<file path="config.mk">
export PLATFORM = sky130hd
export DESIGN_NAME = phase_capture
export DESIGN_NICKNAME = d
export VERILOG_FILES = /design/src/rtl/phase_capture_pkg.sv /design/src/rtl/sync_edge.sv /design/src/rtl/phase_capture.sv
export SDC_FILE = /design/constraint.sdc
export NUM_CORES = 1
export LEC_CHECK = 0
export BUFFER_PORTS_ARGS = -buffer_cell sky130_fd_sc_hd__buf_2
export CAP_MARGIN = 10
export CORE_MARGIN = 4
export CORE_UTILIZATION = 45
export DETAILED_ROUTE_END_ITERATION = 8
export GPL_TIMING_DRIVEN = 1
export HOLD_SLACK_MARGIN = 0.08
export SETUP_SLACK_MARGIN = 0.2
export SLEW_MARGIN = 10
export SYNTH_ARGS = -nofsm -noshare
export SYNTH_HDL_FRONTEND = slang
export SYNTH_SLANG_ARGS = --single-unit
export TNS_END_PERCENT = 20
</file>
<file path="constraint.sdc">
create_clock -name i_clk -period 3.3 [get_ports i_clk]
set_input_delay 0.99 -clock i_clk [delete_from_list [all_inputs] [get_ports i_clk]]
set_output_delay 0.99 -clock i_clk [all_outputs]
set_load 0.005 [all_outputs]
</file>
<file path="src/rtl/phase_capture_pkg.sv">
// Shared definitions for phase_capture: command opcodes, status word layout and
// counter width, plus a saturating increment used by all the free-running counters.
package phase_capture_pkg;

  localparam int CNT_W = 20;
  localparam int CMD_W = 24;

  typedef enum logic [3:0] {
    OP_SELECT      = 4'h1,
    OP_READ_PHASE  = 4'h2,
    OP_READ_PERIOD = 4'h3,
    OP_READ_STATUS = 4'h4,
    OP_CLEAR       = 4'h5
  } opcode_e;

  // Bit positions inside the low nibble of the READ_STATUS reply.
  localparam int ST_LEN_ERR = 0;
  localparam int ST_OVF_ERR = 1;
  localparam int ST_SEL_ERR = 2;

  function automatic logic [CNT_W-1:0] sat_inc(input logic [CNT_W-1:0] v);
    return (v == '1) ? v : v + CNT_W'(1);
  endfunction

endpackage

</file>
<file path="src/rtl/sync_edge.sv">
// Two-flop synchroniser plus history flop for asynchronous bus inputs; every
// instance has the same latency so data lines stay aligned with their clock.
module sync_edge #(
  parameter int W = 1
) (
  input  logic         i_clk,
  input  logic         i_rst_n,
  input  logic [W-1:0] i_d,
  input  logic         i_en,
  output logic [W-1:0] o_level,
  output logic [W-1:0] o_rise
);

  logic [W-1:0] meta_q, sync_q, hist_q;

  // NOTE: non-blocking assignments so each stage samples the previous stage's old value.
  always_ff @(posedge i_clk or negedge i_rst_n) begin
    if (!i_rst_n) begin
      meta_q <= '0;
      sync_q <= '0;
      hist_q <= '0;
    end else begin
      meta_q <= i_d;
      sync_q <= meta_q;
      hist_q <= sync_q;
    end
  end

  assign o_level = sync_q;
  assign o_rise  = sync_q & ~hist_q & {W{i_en}};

endmodule

</file>
<file path="src/rtl/phase_capture.sv">
// Receiver for the phase generator's serial driver bus: deserialises and latches
// every line, measures the phase of one selected output against sync, answers commands.
module phase_capture
  import phase_capture_pkg::*;
#(
  parameter int N_CHANNELS = 16,
  parameter int DEPTH      = 8
) (
  input  logic                          i_clk,
  input  logic                          i_rst_n,
  input  logic [N_CHANNELS-1:0]         i_channel,
  input  logic                          i_data_clk,
  input  logic                          i_latch,
  input  logic                          i_sync,
  output logic [N_CHANNELS*DEPTH-1:0]   o_outputs,
  output logic                          o_frame,
  input  logic                          i_command,
  input  logic [CMD_W-1:0]              i_command_data,
  output logic                          o_reply,
  output logic [CMD_W-1:0]              o_reply_data
);

  localparam int              CH_W    = $clog2(N_CHANNELS);
  localparam int              BIT_W   = $clog2(DEPTH);
  localparam logic [7:0]      N_CH_8  = 8'(N_CHANNELS);
  localparam logic [7:0]      DEPTH_8 = 8'(DEPTH);
  localparam logic [CNT_W-1:0] NO_EDGE = '1;

  // ---------------- input conditioning ----------------
  logic [N_CHANNELS-1:0] ch_lvl, ch_rise_unused;
  logic                  clk_rise, latch_rise, sync_rise;
  logic                  dclk_lvl_unused, latch_lvl_unused, sync_lvl_unused;
  logic [1:0]            arm_q, arm_d;
  logic                  edge_en;

  // Edges stay masked until the synchroniser and history flops hold real levels.
  assign arm_d   = (arm_q == 2'd3) ? arm_q : arm_q + 2'd1;
  assign edge_en = (arm_q == 2'd3);

  sync_edge #(.W(N_CHANNELS)) u_sync_ch (
    .i_clk(i_clk), .i_rst_n(i_rst_n), .i_d(i_channel), .i_en(edge_en),
    .o_level(ch_lvl), .o_rise(ch_rise_unused)
  );
  sync_edge #(.W(1)) u_sync_dclk (
    .i_clk(i_clk), .i_rst_n(i_rst_n), .i_d(i_data_clk), .i_en(edge_en),
    .o_level(dclk_lvl_unused), .o_rise(clk_rise)
  );
  sync_edge #(.W(1)) u_sync_latch (
    .i_clk(i_clk), .i_rst_n(i_rst_n), .i_d(i_latch), .i_en(edge_en),
    .o_level(latch_lvl_unused), .o_rise(latch_rise)
  );
  sync_edge #(.W(1)) u_sync_sync (
    .i_clk(i_clk), .i_rst_n(i_rst_n), .i_d(i_sync), .i_en(edge_en),
    .o_level(sync_lvl_unused), .o_rise(sync_rise)
  );

  // ---------------- state ----------------
  logic [N_CHANNELS-1:0][DEPTH-1:0] shift_q, shift_d, outputs_q, outputs_d;
  logic                             frame_q, frame_d;
  logic [7:0]                       bit_cnt_q, bit_cnt_d;
  logic [CNT_W-1:0]                 cyc_q, cyc_d, period_q, period_d;
  logic [CNT_W-1:0]                 phase_q, phase_d, pending_q, pending_d;
  logic                             len_err_q, len_err_d, ovf_err_q, ovf_err_d;
  logic                             sel_err_q, sel_err_d;
  logic [CH_W-1:0]                  sel_ch_q, sel_ch_d;
  logic [BIT_W-1:0]                 sel_bit_q, sel_bit_d;
  logic                             reply_q, reply_d;
  logic [CMD_W-1:0]                 reply_data_q, reply_data_d;

  logic [7:0] cmd_ch, cmd_bit;
  logic [3:0] status_flags;
  logic       sel_edge;

  assign cmd_ch  = i_command_data[15:8];
  assign cmd_bit = i_command_data[7:0];

  always_comb begin
    status_flags             = '0;
    status_flags[ST_LEN_ERR] = len_err_q;
    status_flags[ST_OVF_ERR] = ovf_err_q;
    status_flags[ST_SEL_ERR] = sel_err_q;
  end

  // NOTE: every signal gets its default first so no path through the block infers a latch.
  always_comb begin
    shift_d      = shift_q;
    outputs_d    = outputs_q;
    frame_d      = 1'b0;
    bit_cnt_d    = bit_cnt_q;
    len_err_d    = len_err_q;
    ovf_err_d    = ovf_err_q;
    sel_err_d    = sel_err_q;
    cyc_d        = sat_inc(cyc_q);
    period_d     = period_q;
    phase_d      = phase_q;
    pending_d    = pending_q;
    sel_ch_d     = sel_ch_q;
    sel_bit_d    = sel_bit_q;
    reply_d      = 1'b0;
    reply_data_d = reply_data_q;
    sel_edge     = 1'b0;

    if (clk_rise) begin
      for (int c = 0; c < N_CHANNELS; c++) begin
        shift_d[c] = {shift_q[c][DEPTH-2:0], ch_lvl[c]};
      end
      if (bit_cnt_q != 8'hFF) bit_cnt_d = bit_cnt_q + 8'd1;
    end

    // The latch sees the post-shift image when both edges land in one cycle.
    if (latch_rise) begin
      outputs_d = shift_d;
      frame_d   = 1'b1;
      if (bit_cnt_d != DEPTH_8) len_err_d = 1'b1;
      bit_cnt_d = '0;
      sel_edge  = !outputs_q[sel_ch_q][sel_bit_q] && shift_d[sel_ch_q][sel_bit_q];
    end

    if (cyc_q == NO_EDGE) ovf_err_d = 1'b1;

    if (sync_rise) begin
      period_d  = sat_inc(cyc_q);
      cyc_d     = '0;
      phase_d   = pending_q;
      pending_d = NO_EDGE;
    end

    // cyc_d is the cycle's position in the (possibly just restarted) period.
    if (sel_edge && pending_d == NO_EDGE) pending_d = cyc_d;

    if (i_command) begin
      case (opcode_e'(i_command_data[23:20]))
        OP_SELECT: begin
          pending_d = NO_EDGE;
          if (cmd_ch < N_CH_8 && cmd_bit < DEPTH_8) begin
            sel_ch_d  = cmd_ch[CH_W-1:0];
            sel_bit_d = cmd_bit[BIT_W-1:0];
          end else begin
            sel_err_d = 1'b1;
          end
        end
        OP_READ_PHASE: begin
          reply_d      = 1'b1;
          reply_data_d = {OP_READ_PHASE, phase_q};
        end
        OP_READ_PERIOD: begin
          reply_d      = 1'b1;
          reply_data_d = {OP_READ_PERIOD, period_q};
        end
        OP_READ_STATUS: begin
          reply_d      = 1'b1;
          reply_data_d = {OP_READ_STATUS, 8'h00, bit_cnt_q, status_flags};
        end
        OP_CLEAR: begin
          len_err_d = 1'b0;
          ovf_err_d = 1'b0;
          sel_err_d = 1'b0;
          phase_d   = NO_EDGE;
          pending_d = NO_EDGE;
        end
        default: ;
      endcase
    end
  end

  // NOTE: the shift and output arrays are plain flops, so they reset with everything
  // else; a partial frame must never survive a reset.
  always_ff @(posedge i_clk or negedge i_rst_n) begin
    if (!i_rst_n) begin
      arm_q        <= '0;
      shift_q      <= '0;
      outputs_q    <= '0;
      frame_q      <= 1'b0;
      bit_cnt_q    <= '0;
      cyc_q        <= '0;
      period_q     <= '0;
      phase_q      <= NO_EDGE;
      pending_q    <= NO_EDGE;
      len_err_q    <= 1'b0;
      ovf_err_q    <= 1'b0;
      sel_err_q    <= 1'b0;
      sel_ch_q     <= '0;
      sel_bit_q    <= '0;
      reply_q      <= 1'b0;
      reply_data_q <= '0;
    end else begin
      arm_q        <= arm_d;
      shift_q      <= shift_d;
      outputs_q    <= outputs_d;
      frame_q      <= frame_d;
      bit_cnt_q    <= bit_cnt_d;
      cyc_q        <= cyc_d;
      period_q     <= period_d;
      phase_q      <= phase_d;
      pending_q    <= pending_d;
      len_err_q    <= len_err_d;
      ovf_err_q    <= ovf_err_d;
      sel_err_q    <= sel_err_d;
      sel_ch_q     <= sel_ch_d;
      sel_bit_q    <= sel_bit_d;
      reply_q      <= reply_d;
      reply_data_q <= reply_data_d;
    end
  end

  assign o_outputs    = outputs_q;
  assign o_frame      = frame_q;
  assign o_reply      = reply_q;
  assign o_reply_data = reply_data_q;

endmodule

</file>
After elaboration in Yosys (flattened, before gate mapping)
Index checks and enable logic that the tools add are counted.

Register bits after elaboration: 423. Latch bits: 0. RAM bits: 0. Memory bits (read-only): 0. Input port bits: 46. Output and inout bits: 154. Logic and storage cells: 130. Memories kept: 0.

$add $sub $neg: 3. Multipliers: 0. Divide/modulo/power cells: 0. Order comparisons: 4. Eq/ne operators: 11. Shifts and indexed selects: 0. Muxes and demuxes: 35. Bitwise operators: 9. Reductions and logical operators: 11.

Operators by type and width (number): $mux W20 (9); $mux W128 (1); $pmux W24 S3 (1); $bmux W8 S4 (2); $eq A20 B20 Y1 const B (2); $mux W8 (5); $add A20 B1 Y20 const B (1); $mux W1 (14); $add A8 B1 Y8 const B (1); $eq A4 B2 Y1 const B (2); $eq A4 B3 Y1 const B (2); $lt A8 B4 Y1 const B (1); $lt A8 B5 Y1 const B (1); $ne A8 B4 Y1 const B (1); $ne A8 B8 Y1 const B (1); $and A1 B1 Y1 (6); $bmux W1 S3 (2); $reduce_and A3 Y1 (2); $lt A4 B5 Y1 const B (1); $eq A4 B1 Y1 const B (1); $lt A3 B4 Y1 const B (1); $logic_and A1 B1 Y1 (3); $not A1 Y1 (3); $reduce_bool A3 Y1 (1); other kinds (9) (9).

Longest topological paths before layout
Depth in word-level cells: 14. Gate-level depth with buffers: 14. Depth with buffers taken out: 10.

Hierarchy
A second synthesis with hierarchy kept.

Cell total of the unflattened synthesis: 1405. Area total of the unflattened synthesis: 19492.4 um^2.

Modules (own cells, without submodules): phase_capture (times used 1, cells an instance 1328, area each 17880.9 um^2); sync_edge at u_sync_ch (times used 1, cells an instance 65, area each 1360.1 um^2); sync_edge at u_sync_dclk ... (times used 3, cells an instance 4, area each 83.8 um^2).

Worst setup path after synthesis
Ideal clock, no wire load.

Kind: reg2reg. From: register arm_q[0]. To: register pending_q[15]. Setup time: 0.098 ns. Arrival time: 2.777 ns. Data required time: 3.202 ns. Path slack: 0.425 ns. Cell stages (with the launch flop): 15. Buffers on the path: 6. Period minus slack after synthesis: 2.875 ns. Cells stage by stage: dfrtp_1 > ha_1 > buf_4 > nand3b_4 > buf_6 > buf_6 > buf_2 > buf_2 > mux4_2 > a22oi_1 > a21oi_1 > a211oi_2 > buf_2 > nor2_1 > a221oi_1.

Longest elaborated chain between the ends: 13.

Ends and longest elaborated chain: from (decl) (line phase_capture.sv:33) `logic [1:0] arm_q, arm_d;`; from (signal assigned) (line phase_capture.sv:187) `arm_q <= arm_d;`; $eq A2 B2 Y1 * (line phase_capture.sv:38) `assign edge_en = (arm_q == 2'd3);`; $and A1 B1 Y1 (line sync_edge.sv:30) `assign o_rise = sync_q & ~hist_q & {W{i_en}};`; $mux W128 (line phase_capture.sv:103) `if (clk_rise) begin`; $bmux W8 S4 (line phase_capture.sv:116) `sel_edge = !outputs_q[sel_ch_q][sel_bit_q] && shift_d[sel_ch_q][sel_bit_q];`; $mux W8 (implied by the code) (line phase_capture.sv:116); $bmux W1 S3 (line phase_capture.sv:116); $mux W1 (implied by the code) (line phase_capture.sv:116); $logic_and A1 B1 Y1 (line phase_capture.sv:116); $mux W1 (line phase_capture.sv:111) `if (latch_rise) begin`; $logic_and A1 B1 Y1 (line phase_capture.sv:129) `if (sel_edge && pending_d == NO_EDGE) pending_d = cyc_d;`; $mux W20 * (line phase_capture.sv:129); $mux W20 (line phase_capture.sv:132) `case (opcode_e'(i_command_data[23:20]))`; $mux W20 * (line phase_capture.sv:131) `if (i_command) begin`; via pending_d[15] (line phase_capture.sv:62) `logic [CNT_W-1:0] phase_q, phase_d, pending_q, pending_d;`; to (signal assigned) (line phase_capture.sv:195) `pending_q <= pending_d;`; to (decl) (line phase_capture.sv:62).

Mark *: on every way through the listed nets, which the timed path passes. The rest lies on a longest branch. The select of a mux whose other input is x is not followed. A chain may end at the register's enable or synchronous reset.

Worst setup path in the final report
From: register arm_q[0]. To: register pending_q[0].

The elaborated chain is that of the path after synthesis.

==> flow_metrics.py <==
metrics = {
    "place": {
        "io_buffer_count": 194,
        "dp_slack_ns": 0.115,
        "hpwlAfterDp_um": 40500,
        "place_congestion": 0.905,
        "postPlaceCellArea_um2": 21200,
    },
    "critical_path": {
        "rr_worst_depth": 13,
        "crit_fanout": 18,
        "worstSetupPathType": "register to register",
        "end_kind": "register",
        "rr_endpoint": "pending_q[0]",
        "cp.arrival_ns": 3.51,
        "worstReg2RegStart": "arm_q[0]",
        "r2r_slack_ns": 0.28,
        "startpoint_type": "register",
        "critical_path_required_ns": 3.78,
    },
    "synthesis": {
        "synth_compound_area_share_pct": 7.46,
        "muxShareOfSynthArea_pct": 13.3,
        "synth_xor_area_share_pct": 0.776,
        "ys_types": 67,
        "async_reset_ff_share_pct": 100,
        "synthTopCellsByCount": "nand2_1 (633), dfrtp_1 (382), o21ai_0 (89), nor2_1 (86)",
        "syn_area_um2": 19200,
        "yosysTopAreaCell": "dfrtp_1",
        "synth_nets": 1914,
        "ys_warn_count": 0,
        "netlist_instances": 1865,
        "yosysSeqAreaShare_pct": 55.3,
        "post-synth-top-area-fraction_pct": 49.8,
        "synth_top_family_by_area": "simple AND/OR/NAND/NOR gates",
        "synth_simple_gate_area_share_pct": 19.0,
        "synthTopCellsByArea": "dfrtp_1 (50%), nand2_1 (12%), mux4_2 (8.3%), dfstp_2 (5.5%), mux2i_1 (3.1%)",
        "synth_edf_count": 0,
        "synthAdderAreaFrac_pct": 0.196,
        "syn_area_per_cell_um2": 10.3,
        "synth_seq_cells": 422,
        "synthMostInstantiatedCell": "nand2_1",
        "synthFlopType": "dfrtp_1",
    },
    "timing": {
        "hold_viol": 0,
        "fin_crit_sh_pct": 91.6,
        "maxSlewHeadroom_pct": 49.7,
        "finalClockSkew_ns": 0.0266,
        "finalSetupTns_ns": 0,
        "timing.fmax_mhz": 331,
        "min_period_ns": 3.02,
        "setup_ws_ns": 0.277,
        "rsz0062_at_grt": "true",
        "maxSlewViolCount": 0,
        "worst_slew_pin_slew_ns": 0.754,
        "finalSetupViolCount": 0,
    },
    "floorplanning": {
        "rows": 75,
        "die_x_um": 215,
        "die_area_um2": 46000,
        "core_um2": 42000,
        "io_pins": 200,
        "die_y_um": 215,
        "start_util_pct": 45.7,
    },
    "finish": {
        "fin_nets": 2153,
        "fin_util_pct": 55.4,
        "fillCellCount": 3716,
        "multi_input_area_um2": 8010,
        "drive_gt1_share_pct": 26.1,
        "regArea_um2": 10600,
        "design_area_um2": 23300,
        "synthToLayoutAreaGrowth_pct": 21.2,
    },
    "drt": {
        "vias": 15000,
        "drt.antenna.violating_nets": 0,
        "firstDrtPassIters": 5,
        "drc_errors": 0,
        "post_drt_wl_per_cell_um": 21.7,
        "wl_um": 58200,
        "vias_per_cell": 5.59,
        "drt_iter0_markers": 1372,
    },
    "cts": {
        "cts-root-buf": "clkbuf_16",
        "cts_tree": "built",
        "cts_hold_buf": 0,
        "clock-sinks": 422,
        "clk_pin_slew_worst_paths_ns": 0.06,
        "cts-htree-levels": 2,
        "clkLatencyLatePin_ns": 0.58,
        "numCtsBuffers": 45,
        "clockBufferDepth": 3,
    },
    "global_routing": {
        "grt.total_usage_pct": 24.6,
        "grt_pass1_wl_um": 88800,
        "grt_overflow": 0,
        "grt_pass1_vias": 14700,
        "grt_max_degree": 171,
        "antenna_found_initial": 0,
    },
    "min_path": {
        "min_from": "u_sync_ch.meta_q[11]",
        "min_path_cells": 0,
        "min_to": "u_sync_ch.o_level[11]",
        "hold_class": "register to register",
    },
    "status": {
        "status": "complete, no violations",
    },
    "power": {
        "ir_worst_vdd_mv": 0.370,
        "power.density_nw_per_um2": 671,
        "p_leak_nw": 11.5,
    },
    "run": {
        "maxCapViolCount": 0,
    },
}
## layout make-up
cell class	count	share of cell area, %
Antenna cell	1	0.0108
Inverter	57	0.919
Timing Repair Buffer	314	9.48
Clock inverter	10	0.812
Multi-Input combinational cell	1264	34.4
Tap cell	539	2.90
Sequential cell	422	45.6
Clock buffer	73	5.85
## routing by layer
metal | track usage [%] | share of wire (%) | up-vias
li1 | - | - | 6850
met1 | 36.8 | 45 | 7451
met2 | 35.6 | 43 | 579
met3 | 6.72 | 8.8 | 97
met4 | 6.53 | 2.7 | 0
met5 | 0.313 | 0 | -
## cell usage in the layout, fill, tap and decap left out, drive strengths merged, types with 49 or more instances in the layout
cell    count
a22oi      49
buf       310
clkbuf     76
dfrtp     382
inv        57
mux2i      60
mux4       75
nand2     633
nor2       86
o21ai      89
## state kept, by name, summed over array words and instances (netlist names), 2 cells and up
register	cells
arm_q	2
bit_cnt_q	8
cyc_q	20
o_outputs	128
o_reply_data	23
pending_q	20
period_q	20
phase_q	20
sel_bit_q	3
sel_ch_q	4
shift_q	128
u_sync_ch.meta_q	16
u_sync_ch.o_level	16
## per-stage QoR
step	hold slack [ns]	total power [mW]	instances
global placement	0.335	10.1	2572
floorplan	0.331	8.50	1865
detailed placement	0.335	10.2	2572
global route	0.358	16.4	2679
CTS	0.351	15.6	2665
finish	0.349	15.6	2680
## critical path: stages (launching register included)
cell and delay [ns]:
dfrtp_1 0.39, ha_4 0.19, nand3b_4 0.15, buf_4 0.19
buf_12 0.16, buf_4 0.19, mux2i_1 0.17, mux4_2 0.48
o211ai_1 0.17, nand3_1 0.14, nor4_4 0.23, buf_4 0.19
buf_6 0.18, a211oi_1 0.10
## worst max path at each step
stage                start            end  slack [ns]  cells past startpoint
2_1_floorplan     arm_q[0]  pending_q[15]        0.42                     14
3_3_place_gp      arm_q[0]   pending_q[6]        0.20                     12
3_5_place_dp      arm_q[0]  pending_q[16]        0.12                      9
4_1_cts        sel_ch_q[0]  pending_q[14]        0.21                      9
5_1_grt           arm_q[0]   pending_q[0]        0.17                     13
6_report          arm_q[0]   pending_q[0]        0.28                     13
## cell families (layout without fill, tap and decap cells)
group           count (synthesis)  after routing
simple gates                  865            865
flops                         422            422
compound gates                221            221
buf+inv                       179            454
mux                           157            157
xor+xnor                       17             17
fa+ha+maj                       3              3
other cells                     1              2
## where the power goes
group          switching, mW  leakage (nW)  internal [mW]  total, mW
clock                   2.11         0.754           3.21       5.32
combinational           1.64          5.43           1.41       3.05
sequential             0.966          5.35           6.27       7.23
## timing repair
| action | in CTS | in global routing |
|---|---|---|
| gates resized for setup | 10 | 46 |
| setup buffers | 8 | 9 |
| endpoints found under the setup margin | 20 | 20 |
| cloned | 2 | 5 |
| pin swaps | 3 | 7 |
(Power assumes the default switching activity.)
